===== config.mk =====
export PLATFORM = sky130hd
export DESIGN_NAME = conv_gemm_engine
export DESIGN_NICKNAME = d
export VERILOG_FILES = /design/src/rtl/backbone_pkg.sv /design/src/rtl/conv_tap_counter.sv /design/src/rtl/conv_gemm_engine.sv
export SDC_FILE = /design/constraint.sdc
export NUM_CORES = 2
export LEC_CHECK = 0
export BUFFER_PORTS_ARGS = -buffer_cell sky130_fd_sc_hd__buf_2
export CAP_MARGIN = 10
export CORE_AREA = 2 2 674 676
export DETAILED_ROUTE_END_ITERATION = 10
export DIE_AREA = 0 0 676 678
export PLACE_DENSITY = 0.41
export RECOVER_POWER = 50
export SLEW_MARGIN = 0
export SYNTH_ARGS = -nofsm -noshare
export SYNTH_HDL_FRONTEND = slang
export SYNTH_SLANG_ARGS = --single-unit

===== constraint.sdc =====
create_clock -name clk -period 14.03 [get_ports clk]
set_input_delay 0.7015 -clock clk [delete_from_list [all_inputs] [get_ports clk]]
set_output_delay 0.7015 -clock clk [all_outputs]
set_load 0.005 [all_outputs]

===== src/rtl/backbone_pkg.sv =====
// Shared types and elaboration helpers for the backbone conv engines.
// Feature macro consumed by users of this package: CONV_GEMM_RELU_EN.
package backbone_pkg;

  localparam int DW_DEF = 16;
  localparam int AW_DEF = 32;

  typedef logic signed [DW_DEF-1:0] data_t;
  typedef logic signed [AW_DEF-1:0] acc_t;

  typedef enum logic [1:0] {IDLE, MAC, EMIT, DONE} conv_state_e;

  function automatic int conv_out_dim(int in_dim, int k, int stride, int pad);
    return (in_dim + 2 * pad - k) / stride + 1;
  endfunction

  // Index width that stays legal (>=1 bit) for single-entry dimensions.
  function automatic int idx_w(int n);
    return (n > 1) ? $clog2(n) : 1;
  endfunction

endpackage


===== src/rtl/conv_tap_counter.sv =====
// Walks the ci/kh/kw tap space (kw innermost) and maps each tap to an input
// coordinate; out-of-range coordinates are flagged and their indices forced to 0.
module conv_tap_counter
  import backbone_pkg::*;
#(
  parameter  int CIN    = 1,
  parameter  int H_IN   = 8,
  parameter  int W_IN   = 8,
  parameter  int KH     = 3,
  parameter  int KW     = 3,
  parameter  int STRIDE = 1,
  parameter  int PAD    = 1,
  parameter  int OHW    = 3,
  parameter  int OWW    = 3,
  localparam int CW     = idx_w(CIN),
  localparam int KHW    = idx_w(KH),
  localparam int KWW    = idx_w(KW),
  localparam int HW     = idx_w(H_IN),
  localparam int WW     = idx_w(W_IN)
) (
  input  logic           clk,
  input  logic           rst_n,
  input  logic           en,
  input  logic [OHW-1:0] oh,
  input  logic [OWW-1:0] ow,
  output logic [CW-1:0]  ci,
  output logic [KHW-1:0] kh,
  output logic [KWW-1:0] kw,
  output logic [HW-1:0]  ih,
  output logic [WW-1:0]  iw,
  output logic           in_range,
  output logic           first_tap,
  output logic           last_tap
);

  localparam logic [CW-1:0]  CI_LAST = CW'(CIN - 1);
  localparam logic [KHW-1:0] KH_LAST = KHW'(KH - 1);
  localparam logic [KWW-1:0] KW_LAST = KWW'(KW - 1);

  int   ih_s, iw_s;
  logic ih_ok, iw_ok;

  // Counters sit at tap 0 whenever the engine is not accumulating.
  always_ff @(posedge clk or negedge rst_n) begin
    if (!rst_n) begin
      ci <= '0;
      kh <= '0;
      kw <= '0;
    end else if (!en) begin
      ci <= '0;
      kh <= '0;
      kw <= '0;
    end else if (kw == KW_LAST) begin
      kw <= '0;
      if (kh == KH_LAST) begin
        kh <= '0;
        ci <= (ci == CI_LAST) ? '0 : ci + 1'b1;
      end else begin
        kh <= kh + 1'b1;
      end
    end else begin
      kw <= kw + 1'b1;
    end
  end

  assign ih_s  = int'(oh) * STRIDE + int'(kh) - PAD;
  assign iw_s  = int'(ow) * STRIDE + int'(kw) - PAD;
  assign ih_ok = (ih_s >= 0) && (ih_s < H_IN);
  assign iw_ok = (iw_s >= 0) && (iw_s < W_IN);

  assign ih        = ih_ok ? HW'(ih_s) : '0;
  assign iw        = iw_ok ? WW'(iw_s) : '0;
  assign in_range  = ih_ok && iw_ok;
  assign first_tap = (ci == '0) && (kh == '0) && (kw == '0);
  assign last_tap  = (ci == CI_LAST) && (kh == KH_LAST) && (kw == KW_LAST);

endmodule


===== src/rtl/conv_gemm_engine.sv =====
// Direct convolution, one output pixel per pass with COUT parallel MAC lanes, raster-order valid/ready output.
// Define CONV_GEMM_RELU_EN to clamp negative results to zero at emit time.
module conv_gemm_engine
  import backbone_pkg::*;
#(
  parameter  int CIN    = 1,
  parameter  int H_IN   = 8,
  parameter  int W_IN   = 8,
  parameter  int COUT   = 4,
  parameter  int KH     = 3,
  parameter  int KW     = 3,
  parameter  int STRIDE = 1,
  parameter  int PAD    = 1,
  parameter  int DW     = 16,
  parameter  int AW     = 32,
  localparam int H_OUT  = conv_out_dim(H_IN, KH, STRIDE, PAD),
  localparam int W_OUT  = conv_out_dim(W_IN, KW, STRIDE, PAD),
  localparam int OHW    = idx_w(H_OUT),
  localparam int OWW    = idx_w(W_OUT)
) (
  input  logic                 clk,
  input  logic                 rst_n,
  input  logic                 start,
  output logic                 busy,
  output logic                 done,
  input  logic signed [DW-1:0] fmap_i   [CIN][H_IN][W_IN],
  input  logic signed [DW-1:0] weight_i [COUT][CIN][KH][KW],
  output logic                 out_valid,
  input  logic                 out_ready,
  output logic signed [AW-1:0] out_data [COUT],
  output logic [OHW-1:0]       out_oh,
  output logic [OWW-1:0]       out_ow,
  output logic                 out_last
);

  localparam logic [OHW-1:0] OH_LAST = OHW'(H_OUT - 1);
  localparam logic [OWW-1:0] OW_LAST = OWW'(W_OUT - 1);

  conv_state_e state, state_nxt;

  logic [OHW-1:0]            oh;
  logic [OWW-1:0]            ow;
  logic [idx_w(CIN)-1:0]     ci;
  logic [idx_w(KH)-1:0]      kh;
  logic [idx_w(KW)-1:0]      kw;
  logic [idx_w(H_IN)-1:0]    ih;
  logic [idx_w(W_IN)-1:0]    iw;
  logic                      in_range, first_tap, last_tap;
  logic                      pix_last, handshake;
  logic signed [DW-1:0]      fmap_val;
  logic signed [2*DW-1:0]    prod     [COUT];
  logic signed [AW-1:0]      prod_ext [COUT];
  logic signed [AW-1:0]      acc      [COUT];

  conv_tap_counter #(
    .CIN(CIN), .H_IN(H_IN), .W_IN(W_IN), .KH(KH), .KW(KW),
    .STRIDE(STRIDE), .PAD(PAD), .OHW(OHW), .OWW(OWW)
  ) u_taps (
    .clk(clk), .rst_n(rst_n), .en(state == MAC), .oh(oh), .ow(ow),
    .ci(ci), .kh(kh), .kw(kw), .ih(ih), .iw(iw),
    .in_range(in_range), .first_tap(first_tap), .last_tap(last_tap)
  );

  assign pix_last  = (oh == OH_LAST) && (ow == OW_LAST);
  assign handshake = out_valid && out_ready;

  always_ff @(posedge clk or negedge rst_n) begin
    if (!rst_n) state <= IDLE;
    else        state <= state_nxt;
  end

  always_comb begin
    state_nxt = state;
    busy      = 1'b0;
    done      = 1'b0;
    case (state)
      IDLE: if (start) state_nxt = MAC;
      MAC: begin
        busy = 1'b1;
        if (last_tap) state_nxt = EMIT;
      end
      EMIT: begin
        busy = 1'b1;
        if (handshake) state_nxt = pix_last ? DONE : MAC;
      end
      DONE: begin
        done      = 1'b1;
        state_nxt = IDLE;
      end
      default: state_nxt = IDLE;
    endcase
  end

  // Padding taps feed a zero operand rather than reading the fmap.
  assign fmap_val = in_range ? fmap_i[ci][ih][iw] : '0;

  for (genvar c = 0; c < COUT; c++) begin : g_lane
    assign prod[c]     = fmap_val * weight_i[c][ci][kh][kw];
    assign prod_ext[c] = AW'(prod[c]);
  end

  always_ff @(posedge clk or negedge rst_n) begin
    if (!rst_n) begin
      oh        <= '0;
      ow        <= '0;
      out_valid <= 1'b0;
      out_last  <= 1'b0;
      out_oh    <= '0;
      out_ow    <= '0;
      for (int c = 0; c < COUT; c++) begin
        acc[c]      <= '0;
        out_data[c] <= '0;
      end
    end else begin
      if (state == IDLE && start) begin
        oh <= '0;
        ow <= '0;
      end
      if (state == MAC) begin
        for (int c = 0; c < COUT; c++)
          acc[c] <= first_tap ? prod_ext[c] : acc[c] + prod_ext[c];
      end
      // First EMIT cycle captures the pixel; later cycles wait for the sink.
      if (state == EMIT) begin
        if (!out_valid) begin
          out_valid <= 1'b1;
          out_oh    <= oh;
          out_ow    <= ow;
          out_last  <= pix_last;
          for (int c = 0; c < COUT; c++) begin
`ifdef CONV_GEMM_RELU_EN
            out_data[c] <= acc[c][AW-1] ? '0 : acc[c];
`else
            out_data[c] <= acc[c];
`endif
          end
        end else if (out_ready) begin
          out_valid <= 1'b0;
          if (ow == OW_LAST) begin
            ow <= '0;
            oh <= (oh == OH_LAST) ? '0 : oh + 1'b1;
          end else begin
            ow <= ow + 1'b1;
          end
        end
      end
    end
  end

endmodule


==> reports/summary.txt <==
vias per cell - 4.424
CTS tree - done
violated checks - capacitance limit, slew limit
fin nets - 12690
final setup TNS - 0 ns
Synth area leader - fa_1
leakage power - 41.24 nW
fin. max-slew vios - 277
drt first pass iters - 8
most used cell, CP - fa_1
clk buf depth - 3
maximum capacitance violations - 5
Reg clk slew, reported paths - 0.06 ns
cells after synthesis - 7968
Clk pwr share - 7.5%
total grt overflow - 0
final non-filler cell total - 16100
EDFF count, synth - 0
GR Util All Layers - 24.49%
synthesized net count - 11110
CP peak stage delay - 0.79 ns
initial DRC count - 6375
Area growth syn-to-layout - 28.10%
CP max FO - 25
drc violations - 0
top cell type's share of synthesized area - 30.07%
hold_buf cts - 0
Core Box Area - 0.4512 mm2
final period utilization - 95.39%
Synth top cells by count - inv_1, fa_1, nor2_1
Tightest Hold Check Type - in -> reg
peak supply drop - 0.1057 mV
die area - 0.4583 mm2
Critical Path End Type - flip-flop
yosys warns - 0
detailed placement HPWL - 512000 um
RSZ-0062 raised after global routing - true
Tot Pwr - 15.35 mW
slew margin rel. - -355.1%
Vert. Die Dim - 678 um
fmax - 0.07472 GHz
WL/cell - 35.96 um
Flop pwr share - 10.2%
combinational power share - 82.3%
Inst Count DP - 15490
Synth area leaders - fa_1, dfrtp_1, ha_1, inv_1, mux4_2
crit path launch type - flip-flop
sw frac - 58.79%
DP Area - 0.08757 mm2
worst hold endpoint - ow[0]
Final Hold Fails - 0
Critical Path RT - 14.53 ns
Critical Path AT - 13.89 ns
Pwr Density - 170.1 mW/mm2
CTS Root Cell - clkbuf_16
pin count of the biggest net entering global routing - 110
Avg Inst Size Synth - 8.839 um2
final worst clock skew - 0.04963 ns
ANT nets after route - 0
vias in the first global route - 69710
Sink Count - 276
Fillers - 50970
CP Class - reg -> reg
Clock Latency Late Sink - 0.69 ns
Reg2Reg Depth - 44
# IOs - 1742
status - finished, violations left
worst hold path cell count - 3
Pint - 6.326 mW
Synth Flop Type - dfrtp_1
first-pass GRT wire length - 734200 um
hold path startpoint - out_ready
post-synth cell types - 89
Final Setup Violations - 0
PortBufs - 1741
H-Tree Depth - 2
total wire length - 579000 um
initial core utilization - 15.61%
Async SR Flop Fraction - 100.0%
Die W - 676 um
antenna violations before repair - 558
Vias - 71230
r2r setup slk - 0.65 ns
share of cells above drive strength 1 - 25.83%
worst r2r dst - acc[63]
crit path max-delay cell type - mux2i_1
setup slack after layout - 0.6463 ns
post-synthesis register bit count - 276
worst-margin pin slew - 6.826 ns
Psw - 9.023 mW
count leader, synth - inv_1
Reg2Reg Launch Point - oh[0]
row cnt - 247
routability congestion estimate - 1.116
fin area - 0.09022 mm2
CTS buffer count - 42
Seq/Total Area, Yosys - 9.807%
Post-Synthesis Cell Area - 0.07043 mm2
DP Worst Slack - 0.4233 ns
Period minus WS final - 13.38 ns
-- area by class of cell --
class                           instances  area (um2)  area share (%)
Sequential cell                       276        6919           7.669
Clock buffer                           54        1176           1.304
Tap cell                             5976        7477           8.288
Antenna cell                          535        1339           1.484
Multi-Input combinational cell       5982       57410           63.63
Clock inverter                         22       284.0          0.3148
Inverter                             1236        4644           5.148
Timing Repair Buffer                 2018       10970           12.16
-- routing by layer --
layer  vias up  global-route usage (%)  share of wire, %
met1     36170                   31.13                41
met2      3430                   38.04                45
li1      30400                       -                 -
met5         -                       0              0.25
met4       226                   9.622               4.2
met3      1012                   8.198               9.4
-- registers in the layout, summed over array words and instances, names as in the netlist --
register,count
out_last,1
ow,3
out_valid,1
u_taps.kw,2
oh,3
u_taps.kh,2
state,2
acc,128
out_oh,3
out_data,128
out_ow,3
-- logic make-up after synthesis --
kind of cell	after synthesis	share of synthesized area, %
AOI/OAI and AO/OA	1431	13.47
xor gates and xnor gates	229	2.848
adders and majority gates	1533	38.51
buffers and inverters	1710	9.465
DFF	276	9.807
muxes	606	12.09
and+or+nand+nor	2183	13.82
-- cell usage in the layout, fill, tap and decap left out, types with 38 or more instances in the layout --
| cell | n |
|---|---|
| buf_2 | 1626 |
| inv_1 | 1233 |
| fa_1 | 1058 |
| nor2_1 | 871 |
| nand2_1 | 608 |
| diode_2 | 535 |
| ha_1 | 473 |
| a21oi_1 | 395 |
| o21ai_0 | 275 |
| dfrtp_1 | 272 |
| mux2i_1 | 267 |
| buf_4 | 246 |
| mux4_2 | 180 |
| xnor2_1 | 155 |
| mux2_2 | 155 |
| nand3_1 | 129 |
| clkbuf_1 | 122 |
| or3_1 | 106 |
| a21o_1 | 103 |
| nor3_1 | 95 |
| and3_1 | 74 |
| a211oi_1 | 74 |
| xor2_1 | 72 |
| nor2b_1 | 61 |
| o211ai_1 | 57 |
| and2_1 | 54 |
| or2_2 | 53 |
| a31oi_1 | 51 |
| a221o_1 | 49 |
| nand2b_1 | 42 |
| clkbuf_16 | 42 |
| o31ai_1 | 38 |
-- worst max-delay path by stage --
stage                 start  endpoint  slack (ns)  cells after the start
6_report              oh[0]   acc[63]        0.65                     44
5_1_grt               oh[0]   acc[95]       -0.01                     44
4_1_cts               oh[0]   acc[28]        0.32                     43
3_5_place_dp          oh[0]   acc[28]        0.42                     43
3_3_place_gp   u_taps.kh[0]   acc[28]        0.36                     40
2_1_floorplan         oh[0]   acc[95]        1.31                     51
-- stage by stage --
step	hold slack [ns]	util [%]
final	0.4285	19.99
after global routing	0.4485	19.88
after CTS	0.05608	19.73
after detailed placement	0.4663	19.41
after global placement	0.4612	19.40
after floorplan	0.4059	-
-- worst max-delay path: cells and delay by family, from the launching register on --
family                     cells  cell delay (ns)
buffers and inverters          6             0.93
muxes                          2             1.37
xor gates and xnor gates       2             0.44
DFF                            1             0.46
AOI/OAI and AO/OA             15             3.98
adders and majority gates     11             4.17
and+or+nand+nor                8             1.75
-- power by group through the flow --
stage / sequential [mW] / clock (mW) / combinational (mW)
final: 1.56 / 1.16 / 12.6
after global routing: 1.62 / 1.24 / 13.7
after CTS: 1.58 / 1.21 / 12.7
after detailed placement: 1.59 / 0 / 12.6
after global placement: 1.59 / 0 / 12.7
after floorplan: 1.40 / 0 / 7.46
-- timing repair --
action,4_1_cts,5_1_grt
buffers inserted,0,1
endpoints found under the setup margin,0,10
endpoints found under the hold margin,0,0
gates resized for setup,0,7
Note: power is estimated with default switching activity, not from simulation.
